<file path="config.mk">
export PLATFORM = sky130hd
export DESIGN_NAME = tlb_op_ctrl
export DESIGN_NICKNAME = d
export VERILOG_FILES = /design/src/rtl/tlb_op_ctrl.sv
export SDC_FILE = /design/constraint.sdc
export NUM_CORES = 1
export LEC_CHECK = 0
export CAP_MARGIN = 20
export CELL_PAD_IN_SITES_DETAIL_PLACEMENT = 0
export CELL_PAD_IN_SITES_GLOBAL_PLACEMENT = 2
export CORE_ASPECT_RATIO = 2
export CORE_MARGIN = 5
export CORE_UTILIZATION = 22
export CTS_CLUSTER_SIZE = 28
export DETAILED_ROUTE_END_ITERATION = 12
export HOLD_SLACK_MARGIN = 0.12
export PLACE_DENSITY = 0.85
export SYNTH_ARGS = -nofsm -noshare
export SYNTH_HDL_FRONTEND = slang
export SYNTH_SLANG_ARGS = --single-unit
export TNS_END_PERCENT = 20
</file>
<file path="constraint.sdc">
create_clock -name clk -period 1.6 [get_ports clk]
set_input_delay 0.4 -clock clk [delete_from_list [all_inputs] [get_ports clk]]
set_output_delay 0.4 -clock clk [all_outputs]
set_load 0.1 [all_outputs]
</file>
<file path="src/rtl/tlb_op_ctrl.sv">
// Sequences TLB maintenance ops from EX into the TLB: one-hot command pulse, CSR settle
// window, optional refetch flush at PC+4, then a retire pulse (or ine for illegal encodings).
module tlb_op_ctrl #(
    parameter int unsigned CSR_SETTLE = 1,
    parameter bit          REFETCH_EN = 1'b1
) (
    input  logic        clk,
    input  logic        rst_n,
    input  logic        req_valid,
    output logic        req_ready,
    input  logic [2:0]  req_op,
    input  logic [4:0]  req_invtlb_op,
    input  logic [9:0]  req_invtlb_asid,
    input  logic [18:0] req_invtlb_vppn,
    input  logic [31:0] req_pc,
    input  logic        kill,
    output logic        tlbsrch,
    output logic        tlbrd,
    output logic        tlbwr,
    output logic        tlbfill,
    output logic        invtlb,
    output logic [4:0]  invtlb_op,
    output logic [9:0]  invtlb_asid,
    output logic [18:0] invtlb_vppn,
    output logic        busy,
    output logic        flush_valid,
    output logic [31:0] flush_pc,
    input  logic        flush_ready,
    output logic        done,
    output logic        ine
);

    localparam logic [2:0] OpSrch = 3'd0;
    localparam logic [2:0] OpRd   = 3'd1;
    localparam logic [2:0] OpWr   = 3'd2;
    localparam logic [2:0] OpFill = 3'd3;
    localparam logic [2:0] OpInv  = 3'd4;

    localparam logic [2:0] SettleInit = 3'(CSR_SETTLE - 1);

    typedef enum logic [2:0] {
        StIdle,
        StIssue,
        StSettle,
        StFlush,
        StDone,
        StExcp
    } state_e;

    state_e      state_q;
    logic [2:0]  op_q;
    logic [2:0]  cnt_q;
    logic [4:0]  inv_op_q;
    logic [9:0]  inv_asid_q;
    logic [18:0] inv_vppn_q;
    logic [31:0] flush_pc_q;

    logic accept;
    logic op_legal;
    logic issue_fire;

    assign req_ready = (state_q == StIdle) && !kill;
    assign accept    = req_valid && req_ready;
    assign op_legal  = (req_op <= OpFill) || ((req_op == OpInv) && (req_invtlb_op <= 5'd6));

    always_ff @(posedge clk) begin
        if (!rst_n) begin
            state_q    <= StIdle;
            op_q       <= 3'd0;
            cnt_q      <= 3'd0;
            inv_op_q   <= 5'd0;
            inv_asid_q <= 10'd0;
            inv_vppn_q <= 19'd0;
            flush_pc_q <= 32'd0;
        end else begin
            case (state_q)
                StIdle: begin
                    if (accept) begin
                        op_q       <= req_op;
                        inv_op_q   <= req_invtlb_op;
                        inv_asid_q <= req_invtlb_asid;
                        inv_vppn_q <= req_invtlb_vppn;
                        flush_pc_q <= req_pc + 32'd4;
                        state_q    <= op_legal ? StIssue : StExcp;
                    end
                end
                StIssue: begin
                    // A kill here squashes the op before the TLB sees it.
                    if (kill) begin
                        state_q <= StIdle;
                    end else begin
                        state_q <= StSettle;
                        cnt_q   <= SettleInit;
                    end
                end
                StSettle: begin
                    if (cnt_q == 3'd0) begin
                        state_q <= (REFETCH_EN && (op_q != OpSrch)) ? StFlush : StDone;
                    end else begin
                        cnt_q <= cnt_q - 3'd1;
                    end
                end
                StFlush: begin
                    if (flush_ready) begin
                        state_q <= StDone;
                    end
                end
                StDone:  state_q <= StIdle;
                StExcp:  state_q <= StIdle;
                default: state_q <= StIdle;
            endcase
        end
    end

    assign issue_fire = (state_q == StIssue) && !kill;

    assign tlbsrch = issue_fire && (op_q == OpSrch);
    assign tlbrd   = issue_fire && (op_q == OpRd);
    assign tlbwr   = issue_fire && (op_q == OpWr);
    assign tlbfill = issue_fire && (op_q == OpFill);
    assign invtlb  = issue_fire && (op_q == OpInv);

    assign invtlb_op   = inv_op_q;
    assign invtlb_asid = inv_asid_q;
    assign invtlb_vppn = inv_vppn_q;

    assign busy        = (state_q != StIdle);
    assign flush_valid = (state_q == StFlush);
    assign flush_pc    = flush_pc_q;
    assign done        = (state_q == StDone);
    assign ine         = (state_q == StExcp);

endmodule

</file>
# Word-level counts from Yosys, hierarchy flattened
# Cells that the tools add are included.
[classes]
add_sub_neg = 2
magnitude_cmp = 2
eq_ne = 15
muxes = 10
reduce_logical = 20
[ops]
columns = ["cell", "count"]
rows = [
  ["32-bit by 3-bit adder with 32-bit output, second input constant", 1],
  ["3-bit two-way mux", 7],
  ["3-bit by 2-bit equality test with 1-bit output, second input constant", 4],
  ["3-bit equality test, second input constant", 4],
  ["3-bit case mux with 4 select lines", 1],
  ["1-bit logical AND", 9],
  ["3-bit zero test", 3],
  ["2-bit inequality test, second input constant", 4],
  ["3-bit by 1-bit equality test with 1-bit output, second input constant", 2],
  ["3-bit case mux with 2 select lines", 1],
  ["3-bit AND reduction", 2],
  ["3-bit nonzero test", 2],
  ["5-bit by 3-bit <= comparator with 1-bit output, second input constant", 1],
  ["3-bit by 2-bit <= comparator with 1-bit output, second input constant", 1],
  ["3-bit by 1-bit subtractor with 3-bit output, second input constant", 1],
  ["2-bit two-way mux", 1],
  ["2-bit by 1-bit inequality test with 1-bit output, second input constant", 1],
  ["2-bit AND reduction", 1],
  ["2-bit nonzero test", 1],
  ["1-bit zero test", 1],
  ["1-bit logical OR", 1],
]
[word_totals]
reg_bits = 75
output_inout_bits = 76
word_cells = 56

# Depth between registers and ports, before layout
[logic_depth]
depth_word = 6
ltp_mapped = 8
mapped_depth_nobuf = 7

# Worst setup path after synthesis
# Ideal clock, no wire load.
[synth_path]
path_kind = "flip-flop to output port"
from = "register state_q[0]"
to = "output invtlb"
t_arrival_ns = 3.979
path_slack_ns = -2.779
path_stages_with_launch = 4
n_path_buf = 1
cell_sequence = "dfxtp_1 -> clkbuf_1 -> nand3_1 -> nor4b_1"
[synth_via]
elab_chain_cells = 3
[synth_rtl]
columns = ["element", "line_no", "rtl"]
rows = [
  ["from (decl)", "50", "state_e state_q;"],
  ["from (signal assigned)", "68", "state_q <= StIdle;"],
  ["from (signal assigned)", "84", "state_q <= op_legal ? StIssue : StExcp;"],
  ["from (signal assigned)", "90", "state_q <= StIdle;"],
  ["3-bit by 1-bit equality test with 1-bit output", "115", "assign issue_fire = (state_q == StIssue) && !kill;"],
  ["1-bit logical AND", "115", ""],
  ["1-bit logical AND", "121", "assign invtlb = issue_fire && (op_q == OpInv);"],
  ["to (decl)", "21", "output logic invtlb,"],
]
# No other way between the ends.

# Final worst setup path
[layout_path]
from = "register state_q[2]"
to = "output tlbwr"
[layout_via]
elab_chain_cells = 3
[layout_rtl]
columns = ["element", "line_no", "rtl"]
rows = [
  ["3-bit by 1-bit equality test with 1-bit output", "115", ""],
  ["1-bit logical AND", "115", ""],
  ["1-bit logical AND", "119", "assign tlbwr = issue_fire && (op_q == OpWr);"],
  ["to (decl)", "19", "output logic tlbwr,"],
]
# No other way between the ends.

==> impl_metrics.csv <==
group,metric,value,unit
status,status,"finished with violations",
status,violations,"setup timing",
final_layout,stdcell_area,7010,sq um
place,dp_hpwl,8650,um
place,gp_congestion,0.801,
synthesis,synth-main-ff-cell,"dfxtp_1",
route,routed_wl,12200,um
timing,period_needed,1860,ps
synthesis,ys_warn_count,0,
synthesis,synth.yosys.seq_area_share,0.447,
timing,finalSetupViolCount,10,
place,dpl_cell_area,6340,sq um
route,drc_errors,0,
power_and_ir_drop,ir_drop,0.551,mV
timing,fmax,539,MHz
final_layout,fin_cells,833,
power_and_ir_drop,p_per_area,897,nW/um^2
timing,rsz0062_at_grt,"true",
clocking,htreeDepth,3,
final_layout,layout_commonest_cell,"nand2_1",
timing,hold_viol,0,
synthesis,syn_area,3360,sq um
grt,grt_max_degree,52,
clocking,clkTransAtPathRegs,60,ps
timing,holdWs,481,ps
clocking,cts.sinks,75,
worst_setup_path,worst_path_max_delay_cell,"dfxtp_2",
grt,gr-total-overflow,0,
synthesis,syn_inst,420,
clocking,clk_path_buf_depth,2,
route,drt_first_pass_iters,4,
die,rows,64,
synthesis,synth.distinct_cells,38,
place,place_ws,-633,ps
clocking,root_buffer,"clkbuf_16",
grt,busiest_layer,"met2",
final_layout,drive_above_1_share,0.329,
grt,met3_usage,0.0625,
die,io_pins,150,
die,die-area,18000,sq um
timing,worstMarginPinSlew,328,ps
power_and_ir_drop,p_sw_frac,0.336,
place,dp_cells,802,
timing,slew_violations,0,
grt,use_met1,0.178,
timing,fin_crit_sh,1.16,
power_and_ir_drop,power.switching,2.12,mW
grt,use_met2,0.185,
worst_setup_path,required,1200,ps
power_and_ir_drop,leakagePower,2.77,nW
power_and_ir_drop,power.internal,4.18,mW
final_layout,fin_util,0.463,
route,drt_iter0_drc,106,
timing,finClkSkew,8.83,ps
clocking,cts_buffers,9,
timing,tns,-1680,ps
synthesis,synth.net_count,497,
grt,grt_pass1_wl,19200,um
synthesis,syn_avg_cell_area,8.00,sq um
worst_setup_path,max_stage_delay,330,ps
grt,antenna_found_initial,2,
clocking,hold_buffers,0,
power_and_ir_drop,power.share.clock,0.342,
final_layout,n_fill_cell,1379,
route,vias_per_cell,4.38,
die,die_w,97.4,um
die,die_h,185,um
worst_setup_path,crit_path_cell_trace,"nor2_4, nand3_4, nor4b_4, buf_12",
synthesis,synth_seq_cells,75,
route,postRouteAntennaNets,0,
die,coreArea,15100,sq um
job,drv_cap,0,
worst_setup_path,critPathKind,"flop to output port",
min_path,hold_depth,2,
power_and_ir_drop,pwr-share-comb,0.325,
worst_setup_path,arrival,1460,ps
final_layout,final_cell_mix,"nand2_1 (86), buf_12 (83), dfxtp_1 (73)",
synthesis,synth_edf_count,0,
grt,grt_pass1_vias,3640,
worst_setup_path,crit_fanout,4,
route,wl_per_cell,14.7,um
synthesis,async_reset_ff_frac,0,
power_and_ir_drop,seq_power_share,0.333,
timing,slew_headroom,0.781,
worst_setup_path,crit_path_end_kind,"output port",
route,route.vias.total,3650,
final_layout,areaGrowthSynthToFinish,109,%
worst_setup_path,reg2reg_depth,9,
clocking,cts_tree,"built",
final_layout,nets,705,
clocking,clk_latency,340,ps
power_and_ir_drop,p_total,6.30,mW
min_path,hold_class,"flop to flop",
timing,worst_slack,-256,ps
worst_setup_path,startpoint_type,"flop",
die,start_util,0.222,
grt,grt.total_usage,0.131,
place,port_buffers,149,
[power by group through the flow]
| stage | sequential [mW] | clock (mW) | combinational (mW) |
|---|---|---|---|
| 6_report | 2.10 | 2.16 | 2.04 |
| 5_1_grt | 2.11 | 2.31 | 2.14 |
| 4_1_cts | 2.09 | 2.23 | 1.99 |
| 3_5_place_dp | 2.13 | 0 | 1.95 |
| 3_3_place_gp | 2.13 | 0 | 1.94 |
| 2_1_floorplan | 2.81 | 0 | 0.348 |
[cell type report]
class                      count  area, sq um  share of cell area
timing repair buffer         222         3000               0.427
multi-input combinational    313         1920               0.274
sequential                    75         1510               0.215
tap                          198          248              0.0353
clock buffer                  11          233              0.0332
clock inverter                 5         77.6              0.0111
inverter                       7         26.3             0.00375
antenna                        2         5.00            0.000714
[routing by layer]
metal	vias to the layer above	part of all wire
met5	-	0
met1	1621	0.45
met3	11	0.11
met4	0	0.015
li1	1853	-
met2	165	0.42
[final timing paths]
| check | start | end | slack [ps] |
|---|---|---|---|
| worst min-delay path | cnt_q[1] | cnt_q[1] | 480 |
| worst max-delay path | state_q[2] | tlbwr | -260 |
| worst min register to register | cnt_q[1] | cnt_q[1] | 480 |
| worst max register to register | state_q[0] | invtlb_vppn[6] | 20 |
[flip-flops by register name, summed over array words and instances (netlist names)]
name,flops
cnt_q,3
flush_pc,32
invtlb_asid,10
invtlb_op,5
invtlb_vppn,19
op_q,3
state_q,3
[repair_timing]
action	in CTS	in global routing
pin swaps	14	6
cloned	0	5
endpoints found under the setup margin	68	70
resized for setup	41	28
buffers inserted	6	2
[cells by family after synthesis]
group / after synthesis / synth area share
and+or+nand+nor: 177 / 0.253
AOI/OAI and AO/OA: 103 / 0.165
buffers and inverters: 32 / 0.0447
DFF: 75 / 0.447
xor gates and xnor gates: 30 / 0.0782
adders and majority gates: 3 / 0.0112
[critical path, delay by kind of cell (launching register included)]
kind	cells	cell delay, ps
buffers and inverters	1	210
AND/OR/NAND/NOR	3	570
flip-flops	1	330
[cells in the mapped netlist (all sizes together), types with 3 or more instances]
cell	instances	area [sq um]
nor3	7	62.6
xnor2	12	105
and3	5	31.3
nor2	29	109
o21ai	26	130
inv	6	22.5
nand3	20	110
nand2	96	360
a211oi	9	67.6
a21oi	64	324
ha	3	37.5
buf	10	55.1
xor2	18	158
nor4	3	33.8
clkbuf	15	68.8
dfxtp	75	1500
nand4	7	71.3
No activity file was read; power rests on OpenSTA's default activity.
